<file path="src/rtl/lcd_frame_writer_pkg.sv">
// lcd_pkg: shared constants, FSM state type and buffer address helper for the
// LCD frame writer (2x16 HD44780-style display feeder).
// No ports; imported by lcd_frame_writer and its testbench.
package lcd_pkg;

  localparam logic [7:0] CMD_LINE0   = 8'h80;  // set DDRAM address, line 0 col 0
  localparam logic [7:0] CMD_LINE1   = 8'hC0;  // set DDRAM address, line 1 col 0
  localparam logic [7:0] CHAR_SPACE  = 8'h20;
  localparam int         FRAME_WORDS = 34;
  localparam logic [8:0] IDLE_WORD   = 9'h080; // harmless word parked on d_out

  typedef enum logic [2:0] {
    S_CLEAR,
    S_IDLE,
    S_FETCH,
    S_LOAD,
    S_WAIT_IDLE,
    S_WAIT_ACCEPT
  } state_t;

  // Frame word index -> character buffer address. Index 0 and the line-1
  // command index carry no character, so their result is unused.
  function automatic logic [4:0] buf_addr(input logic [5:0] idx, input int cols);
    logic [5:0] a;
    a = (idx <= 6'(cols)) ? idx - 6'd1 : idx - 6'd2;
    return a[4:0];
  endfunction

endpackage

</file>
<file path="src/rtl/lcd_frame_writer_if.sv">
// lcd_frame_writer_if: groups the host write port, refresh request and the
// LCD driver handshake.
//   wr_en/wr_addr/wr_data : host character write (addr 0-15 line 0, 16-31 line 1)
//   refresh               : single-cycle request to send the frame
//   lcd_busy              : busy_flag from the LCD driver
//   d_out                 : {rs, data[7:0]} to the driver's d_in
//   data_ready/frame_busy/frame_done : frame status
// master = host/driver side, slave = lcd_frame_writer.
interface lcd_frame_writer_if;
  logic       wr_en;
  logic [4:0] wr_addr;
  logic [7:0] wr_data;
  logic       refresh;
  logic       lcd_busy;
  logic [8:0] d_out;
  logic       data_ready;
  logic       frame_busy;
  logic       frame_done;

  modport master (
    output wr_en, wr_addr, wr_data, refresh, lcd_busy,
    input  d_out, data_ready, frame_busy, frame_done
  );

  modport slave (
    input  wr_en, wr_addr, wr_data, refresh, lcd_busy,
    output d_out, data_ready, frame_busy, frame_done
  );
endinterface

</file>
<file path="src/rtl/lcd_frame_writer_char_buffer.sv">
// lcd_char_buffer: 32x8 simple dual-port character RAM.
//   clock            : system clock
//   i_we/i_waddr/i_wdata : write port
//   i_re/i_raddr     : synchronous read port, 1-cycle latency
//   o_rdata          : read data (holds while i_re is low)
// A read and write to the same address in one cycle returns the old data.
// No reset: the parent clears the contents through the write port.
module lcd_char_buffer (
  input  logic       clock,
  input  logic       i_we,
  input  logic [4:0] i_waddr,
  input  logic [7:0] i_wdata,
  input  logic       i_re,
  input  logic [4:0] i_raddr,
  output logic [7:0] o_rdata
);

  logic [7:0] r_mem [32];
  logic [7:0] r_rdata;

  always_ff @(posedge clock) begin
    if (i_we) r_mem[i_waddr] <= i_wdata;
    if (i_re) r_rdata <= r_mem[i_raddr];
  end

  assign o_rdata = r_rdata;

endmodule

</file>
<file path="src/rtl/lcd_frame_writer.sv">
// lcd_frame_writer: holds a 32-character frame buffer and, on refresh,
// streams 34 words to the LCD driver: line-0 address, 16 chars, line-1
// address, 16 chars. Pacing comes only from the driver's busy flag; a word
// counts as accepted on the rising edge of lcd_busy.
//   clock          : 50 MHz system clock
//   internal_reset : synchronous active-high reset; re-clears the buffer
//   bus            : lcd_frame_writer_if.slave (host port + driver handshake)
// Parameters: NUM_COLS characters per line, AUTO_REFRESH restarts frames.
module lcd_frame_writer
  import lcd_pkg::*;
#(
  parameter int NUM_COLS     = 16,
  parameter bit AUTO_REFRESH = 1'b0
) (
  input  logic             clock,
  input  logic             internal_reset,
  lcd_frame_writer_if.slave bus
);

  localparam logic [5:0] LINE1_IDX = 6'(NUM_COLS + 1);
  localparam logic [5:0] LAST_IDX  = 6'(FRAME_WORDS - 1);

  state_t     r_state, w_state_nx;
  logic [5:0] r_idx;
  logic [4:0] r_clr;
  logic       r_pending;
  logic       r_busy_q;
  logic [8:0] r_d_out;
  logic       r_data_ready;
  logic       r_frame_busy;
  logic       r_frame_done;

  logic       w_start, w_load, w_accept;
  logic       w_rise, w_last, w_frame_busy;
  logic       w_we, w_re;
  logic [4:0] w_waddr, w_raddr;
  logic [7:0] w_wdata, w_rdata;
  logic [8:0] w_word;

  assign w_rise       = bus.lcd_busy & ~r_busy_q;
  assign w_last       = (r_idx == LAST_IDX);
  // The clear sweep counts as busy so the host sees the writer as unavailable.
  assign w_frame_busy = r_frame_busy | (r_state == S_CLEAR);

  // Clear sweep owns the write port; host writes are dropped meanwhile.
  always_comb begin
    w_we    = 1'b0;
    w_waddr = bus.wr_addr;
    w_wdata = bus.wr_data;
    if (r_state == S_CLEAR) begin
      w_we    = 1'b1;
      w_waddr = r_clr;
      w_wdata = CHAR_SPACE;
    end else if (!internal_reset) begin
      w_we    = bus.wr_en;
    end
  end

  // Read only in FETCH so a character is sampled exactly once per frame word.
  assign w_re    = (r_state == S_FETCH);
  assign w_raddr = buf_addr(r_idx, NUM_COLS);

  lcd_char_buffer u_buf (
    .clock   (clock),
    .i_we    (w_we),
    .i_waddr (w_waddr),
    .i_wdata (w_wdata),
    .i_re    (w_re),
    .i_raddr (w_raddr),
    .o_rdata (w_rdata)
  );

  always_comb begin
    if (r_idx == 6'd0)           w_word = {1'b0, CMD_LINE0};
    else if (r_idx == LINE1_IDX) w_word = {1'b0, CMD_LINE1};
    else                         w_word = {1'b1, w_rdata};
  end

  always_comb begin
    w_state_nx = r_state;
    w_start    = 1'b0;
    w_load     = 1'b0;
    w_accept   = 1'b0;
    case (r_state)
      S_CLEAR:
        if (r_clr == 5'd31) w_state_nx = S_IDLE;
      S_IDLE:
        if (bus.refresh || r_pending || AUTO_REFRESH) begin
          w_start    = 1'b1;
          w_state_nx = S_FETCH;
        end
      S_FETCH:
        w_state_nx = S_LOAD;
      // Present a word only while the driver is busy; the driver samples on
      // the first low cycle, so loading inside a low window could let it
      // write the stale word and raise busy for the wrong one.
      S_LOAD:
        if (bus.lcd_busy) begin
          w_load     = 1'b1;
          w_state_nx = S_WAIT_IDLE;
        end
      S_WAIT_IDLE:
        if (!bus.lcd_busy) w_state_nx = S_WAIT_ACCEPT;
      S_WAIT_ACCEPT:
        if (w_rise) begin
          w_accept   = 1'b1;
          w_state_nx = w_last ? S_IDLE : S_FETCH;
        end
      default:
        w_state_nx = S_CLEAR;
    endcase
  end

  always_ff @(posedge clock) begin
    if (internal_reset) begin
      r_state      <= S_CLEAR;
      r_idx        <= 6'd0;
      r_clr        <= 5'd0;
      r_pending    <= 1'b0;
      r_busy_q     <= 1'b0;
      r_d_out      <= IDLE_WORD;
      r_data_ready <= 1'b0;
      r_frame_busy <= 1'b0;
      r_frame_done <= 1'b0;
    end else begin
      r_state      <= w_state_nx;
      r_busy_q     <= bus.lcd_busy;
      r_frame_done <= 1'b0;
      if (r_state == S_CLEAR) r_clr <= r_clr + 5'd1;
      // Requests during a frame collapse into a single pending restart.
      if (w_start) begin
        r_idx        <= 6'd0;
        r_frame_busy <= 1'b1;
        r_pending    <= 1'b0;
      end else if (bus.refresh && w_frame_busy) begin
        r_pending    <= 1'b1;
      end
      if (w_load) begin
        r_d_out      <= w_word;
        r_data_ready <= 1'b1;
      end
      if (w_accept) begin
        r_data_ready <= 1'b0;
        if (w_last) begin
          r_d_out      <= IDLE_WORD;
          r_frame_busy <= 1'b0;
          r_frame_done <= 1'b1;
        end else begin
          r_idx        <= r_idx + 6'd1;
        end
      end
    end
  end

  assign bus.d_out      = r_d_out;
  assign bus.data_ready = r_data_ready;
  assign bus.frame_busy = w_frame_busy;
  assign bus.frame_done = r_frame_done;

endmodule

</file>
<file path="src/flat_wrapper.sv">
// flat-port wrapper written by rule: the top's interface ports become plain ports
module lcd_frame_writer_flat import lcd_pkg::*;
#(
  parameter int NUM_COLS     = 16,
  parameter bit AUTO_REFRESH = 1'b0
)
  (clock, internal_reset, bus_wr_en, bus_wr_addr, bus_wr_data, bus_refresh, bus_lcd_busy, bus_d_out, bus_data_ready, bus_frame_busy, bus_frame_done);
  lcd_frame_writer_if bus_i ();
  input  logic clock;
  input  logic internal_reset;
  input wire logic [$bits(bus_i.wr_en)-1:0] bus_wr_en;
  input wire logic [$bits(bus_i.wr_addr)-1:0] bus_wr_addr;
  input wire logic [$bits(bus_i.wr_data)-1:0] bus_wr_data;
  input wire logic [$bits(bus_i.refresh)-1:0] bus_refresh;
  input wire logic [$bits(bus_i.lcd_busy)-1:0] bus_lcd_busy;
  output wire logic [$bits(bus_i.d_out)-1:0] bus_d_out;
  output wire logic [$bits(bus_i.data_ready)-1:0] bus_data_ready;
  output wire logic [$bits(bus_i.frame_busy)-1:0] bus_frame_busy;
  output wire logic [$bits(bus_i.frame_done)-1:0] bus_frame_done;
  assign bus_i.wr_en = bus_wr_en;
  assign bus_i.wr_addr = bus_wr_addr;
  assign bus_i.wr_data = bus_wr_data;
  assign bus_i.refresh = bus_refresh;
  assign bus_i.lcd_busy = bus_lcd_busy;
  assign bus_d_out = bus_i.d_out;
  assign bus_data_ready = bus_i.data_ready;
  assign bus_frame_busy = bus_i.frame_busy;
  assign bus_frame_done = bus_i.frame_done;
  lcd_frame_writer #(.NUM_COLS(NUM_COLS), .AUTO_REFRESH(AUTO_REFRESH)) u_core (.clock(clock), .internal_reset(internal_reset), .bus(bus_i));
endmodule
</file>
<file path="config.mk">
export PLATFORM = sky130hd
export DESIGN_NAME = lcd_frame_writer_flat
export DESIGN_NICKNAME = d
export VERILOG_FILES = /design/src/rtl/lcd_frame_writer_pkg.sv /design/src/rtl/lcd_frame_writer_if.sv /design/src/rtl/lcd_frame_writer_char_buffer.sv /design/src/rtl/lcd_frame_writer.sv /design/src/flat_wrapper.sv
export SDC_FILE = /design/constraint.sdc
export NUM_CORES = 1
export LEC_CHECK = 0
export CELL_PAD_IN_SITES_DETAIL_PLACEMENT = 1
export CELL_PAD_IN_SITES_GLOBAL_PLACEMENT = 1
export CORE_ASPECT_RATIO = 1.4
export CORE_UTILIZATION = 30
export DETAILED_ROUTE_END_ITERATION = 10
export DONT_BUFFER_PORTS = 1
export PLACE_DENSITY_LB_ADDON = 0.1
export SYNTH_ARGS = -nofsm -noshare
export SYNTH_HDL_FRONTEND = slang
export SYNTH_SLANG_ARGS = --single-unit
</file>
<file path="constraint.sdc">
create_clock -name clock -period 6 [get_ports clock]
set_clock_uncertainty 0.1 [all_clocks]
set_input_delay 0.9 -clock clock [delete_from_list [all_inputs] [get_ports clock]]
set_output_delay 0.9 -clock clock [all_outputs]
set_load 0.01 [all_outputs]
</file>
==> results.py <==
metrics = {
    "setup_path": {
        "cp_data_arrival_time_ns": 4.45,
        "critPathSlowestCell": "xor2_4",
        "timing.critical_path.mode_cell": "mux2i_1",
        "crit_required_ns": 6.21,
        "crit_fanout": 21,
        "crit_buf_inv": 2,
        "cp-start-kind": "flop",
        "path_class": "flop to flop",
        "slowest_delay_ns": 0.85,
        "critical_path.top_delay_family": "multiplexers",
        "end_kind": "flop",
        "crit_chain": "inv_1 > ha_1 > xor2_4 > buf_4 > mux4_2 > mux2i_1 > mux2i_1 > a32oi_1 > nand3_1",
    },
    "synth": {
        "netlist_top_cells_area": "edfxtp_1 (57%), mux4_2 (20%), mux2i_1 (4.6%), dfxtp_1 (4.0%), nor2_1 (1.8%)",
        "synth_seq_area_share": 0.609,
        "synthFlopType": "edfxtp_1",
        "ys_types": 53,
        "syn-num-nets": 857,
        "synth_edf_count": 264,
        "yosysTopAreaCell": "edfxtp_1",
        "synth_area_um2": 13900,
        "yosysWarnings": 0,
        "async_flop_share": 0,
        "syn_inst": 830,
        "synth-seq-cells": 292,
        "syn_area_per_cell_um2": 16.8,
        "synth_top_area_share": 0.569,
    },
    "floorplan": {
        "ios": 30,
        "rows": 93,
        "start_util": 0.303,
        "dieArea_um2": 47300,
        "die_width_um": 184,
        "coreArea_um2": 46000,
        "die_h_um": 257,
    },
    "timing": {
        "fmax_mhz": 236,
        "tightest_slew_ns": 1.24,
        "rsz0062_at_grt": "no",
        "hold_viol": 0,
        "holdWs_ns": 0.288,
        "finalSetupTns_ns": 0,
        "period_share": 0.707,
        "finalSetupViolCount": 0,
        "final.min_clock_period_ns": 4.24,
        "drv_slew": 0,
        "relSlewSlack": 0.173,
    },
    "cts": {
        "clk_root_buffer_cell": "clkbuf_16",
        "cts_tree": "yes",
        "htree_num_levels": 1,
        "cts.reportedPaths.clkPinSlew_ns": 0.06,
        "clk_path_buf_depth": 3,
        "cts-resized-gates": 0,
        "clkSinkCount": 292,
        "cts_hold_buf": 0,
        "cts_made_buffers": 31,
        "clock_latency_ns": 0.57,
        "cts_setup_buffers": 0,
    },
    "job": {
        "maxCapViolations": 0,
    },
    "layout": {
        "syn2layout_area_growth_pct": 12.0,
        "finalNetCount": 851,
        "diodes": 0,
        "drive_above_1_share": 0.259,
        "fillCellCount": 4616,
    },
    "placed_design": {
        "post-dp-hpwl_um": 26700,
        "port_buffers": 0,
        "gp_congestion": 0.787,
    },
    "drt": {
        "drc_errors": 0,
        "wire_per_inst_um": 27.8,
        "wl_um": 40800,
        "drt-vias-per-instance": 5.36,
        "firstDrtPassIters": 5,
        "antenna_left": 0,
        "drt_iter0_drc": 555,
        "vias": 7859,
    },
    "global_routing": {
        "grt_pass1_wl_um": 60600,
        "antenna_found_initial": 1,
        "grt.total_usage": 0.177,
        "grt_pass1_vias": 8725,
        "gr-total-overflow": 0,
        "grt_max_degree": 47,
    },
    "pwr": {
        "pwr_density_cell_nw_per_um2": 341,
        "total_leakage_power_nw": 4.91,
        "vdd_drop_max_mv": 0.242,
    },
    "run_status": {
        "status": "complete, no violations",
    },
    "min_path": {
        "hold_path_class": "input port to flop",
    },
}
## layout make-up
type	count	area [um^2]	share of cell area
clock buffer	36	795	0.0509
clock inverter	21	188	0.0120
inverter	8	30.0	0.00192
multi-input combinational	472	5160	0.331
sequential	292	8490	0.544
tap	617	772	0.0495
timing repair buffer	19	168	0.0107
## path summary, 6_finish.rpt
path | startpoint | to | slack (ns) | depth (start not counted)
min reg2reg | u_core.r_frame_busy | u_core.r_frame_busy | 0.35 | 2
max reg2reg | u_core.r_idx[1] | u_core.u_buf.o_rdata[1] | 1.76 | 9
min | internal_reset | u_core.r_idx[0] | 0.29 | 1
max | u_core.r_idx[1] | u_core.u_buf.o_rdata[1] | 1.76 | 9
## placed cells by master (no fill, tap or decap), drive strengths merged, types with 2 or more instances in the layout
cell type  synthesis  routed
or3b               2       2
ha                 9       9
nand2             34      34
nand2b             7       7
inv                8      10
o22ai             16      16
mux2               3       3
xor2               3       3
o211ai             2       2
o21ai             11      11
or3                9       9
a32oi              7       7
a21o               2       2
mux4             125     125
dfxtp             28      28
nand4              2       2
clkbuf            25      36
a21oi             17      17
nor2              69      69
or2                5       5
nor2b             14      14
nand3             19      19
a311oi             2       2
or4b               2       2
mux2i             64      64
a22oi              7       7
buf               33      19
nor3              12      12
clkinv             0      15
a211oi            14      14
bufinv             0       3
edfxtp           264     264
## registers in the layout (all words and copies together), names as in the netlist
signal                 flops
u_core.u_buf.r_mem       256
u_core.bus.d_out           9
u_core.u_buf.o_rdata       8
u_core.r_idx               6
u_core.r_clr               5
u_core.r_state             3
u_core.bus.data_ready      1
u_core.bus.frame_done      1
u_core.r_busy_q            1
u_core.r_frame_busy        1
u_core.r_pending           1
## power by group
| group | switching, mW | internal, mW |
|---|---|---|
| clock | 0.810 | 1.08 |
| sequential | 0.0965 | 2.58 |
| combinational | 0.585 | 0.167 |
## kinds of logic after synthesis
group                    count (synthesis)  synth area share
AO/OA/AOI/OAI                           84            0.0401
flip-flops                             292             0.609
XOR/XNOR                                 4           0.00386
AND/OR/NAND/NOR                        183            0.0643
adder cells (fa/ha/maj)                  9           0.00808
multiplexers                           192             0.250
buffers and inverters                   66            0.0244
## stage by stage
stage	total power, mW	setup WS, ns	std cells	util	area, um^2
finish	5.32	1.76	1465	0.340	15600
detailed placement	3.49	1.56	1408	0.318	14600
floorplan	3.10	2.74	830	-	13900
global placement	3.45	1.65	1408	0.318	14600
CTS	5.39	1.55	1465	0.340	15600
global route	5.52	1.38	1465	0.340	15600
## metal layers
metal	vias to the layer above	track usage	part of all wire	wire, um
li1	3375	-	-	-
met1	4260	0.225	0.41	16900
met2	193	0.320	0.53	21500
met4	0	0.0403	0.017	674
met3	31	0.0197	0.042	1710
met5	-	0	0	0
## cell usage after synthesis, drive strengths merged (2+ instances only)
| library cell | n |
|---|---|
| nand2 | 34 |
| nand3 | 19 |
| mux2i | 64 |
| a311oi | 2 |
| nand4 | 2 |
| or2 | 5 |
| or4b | 2 |
| nor2 | 69 |
| a211oi | 14 |
| a21o | 2 |
| dfxtp | 28 |
| clkbuf | 25 |
| a21oi | 17 |
| o211ai | 2 |
| or3 | 9 |
| nor2b | 14 |
| o22ai | 16 |
| edfxtp | 264 |
| a22oi | 7 |
| xor2 | 3 |
| or3b | 2 |
| o21ai | 11 |
| mux2 | 3 |
| a32oi | 7 |
| inv | 8 |
| nand2b | 7 |
| buf | 33 |
| nor3 | 12 |
| ha | 9 |
| mux4 | 125 |
Power figures use the tool's default switching activity.
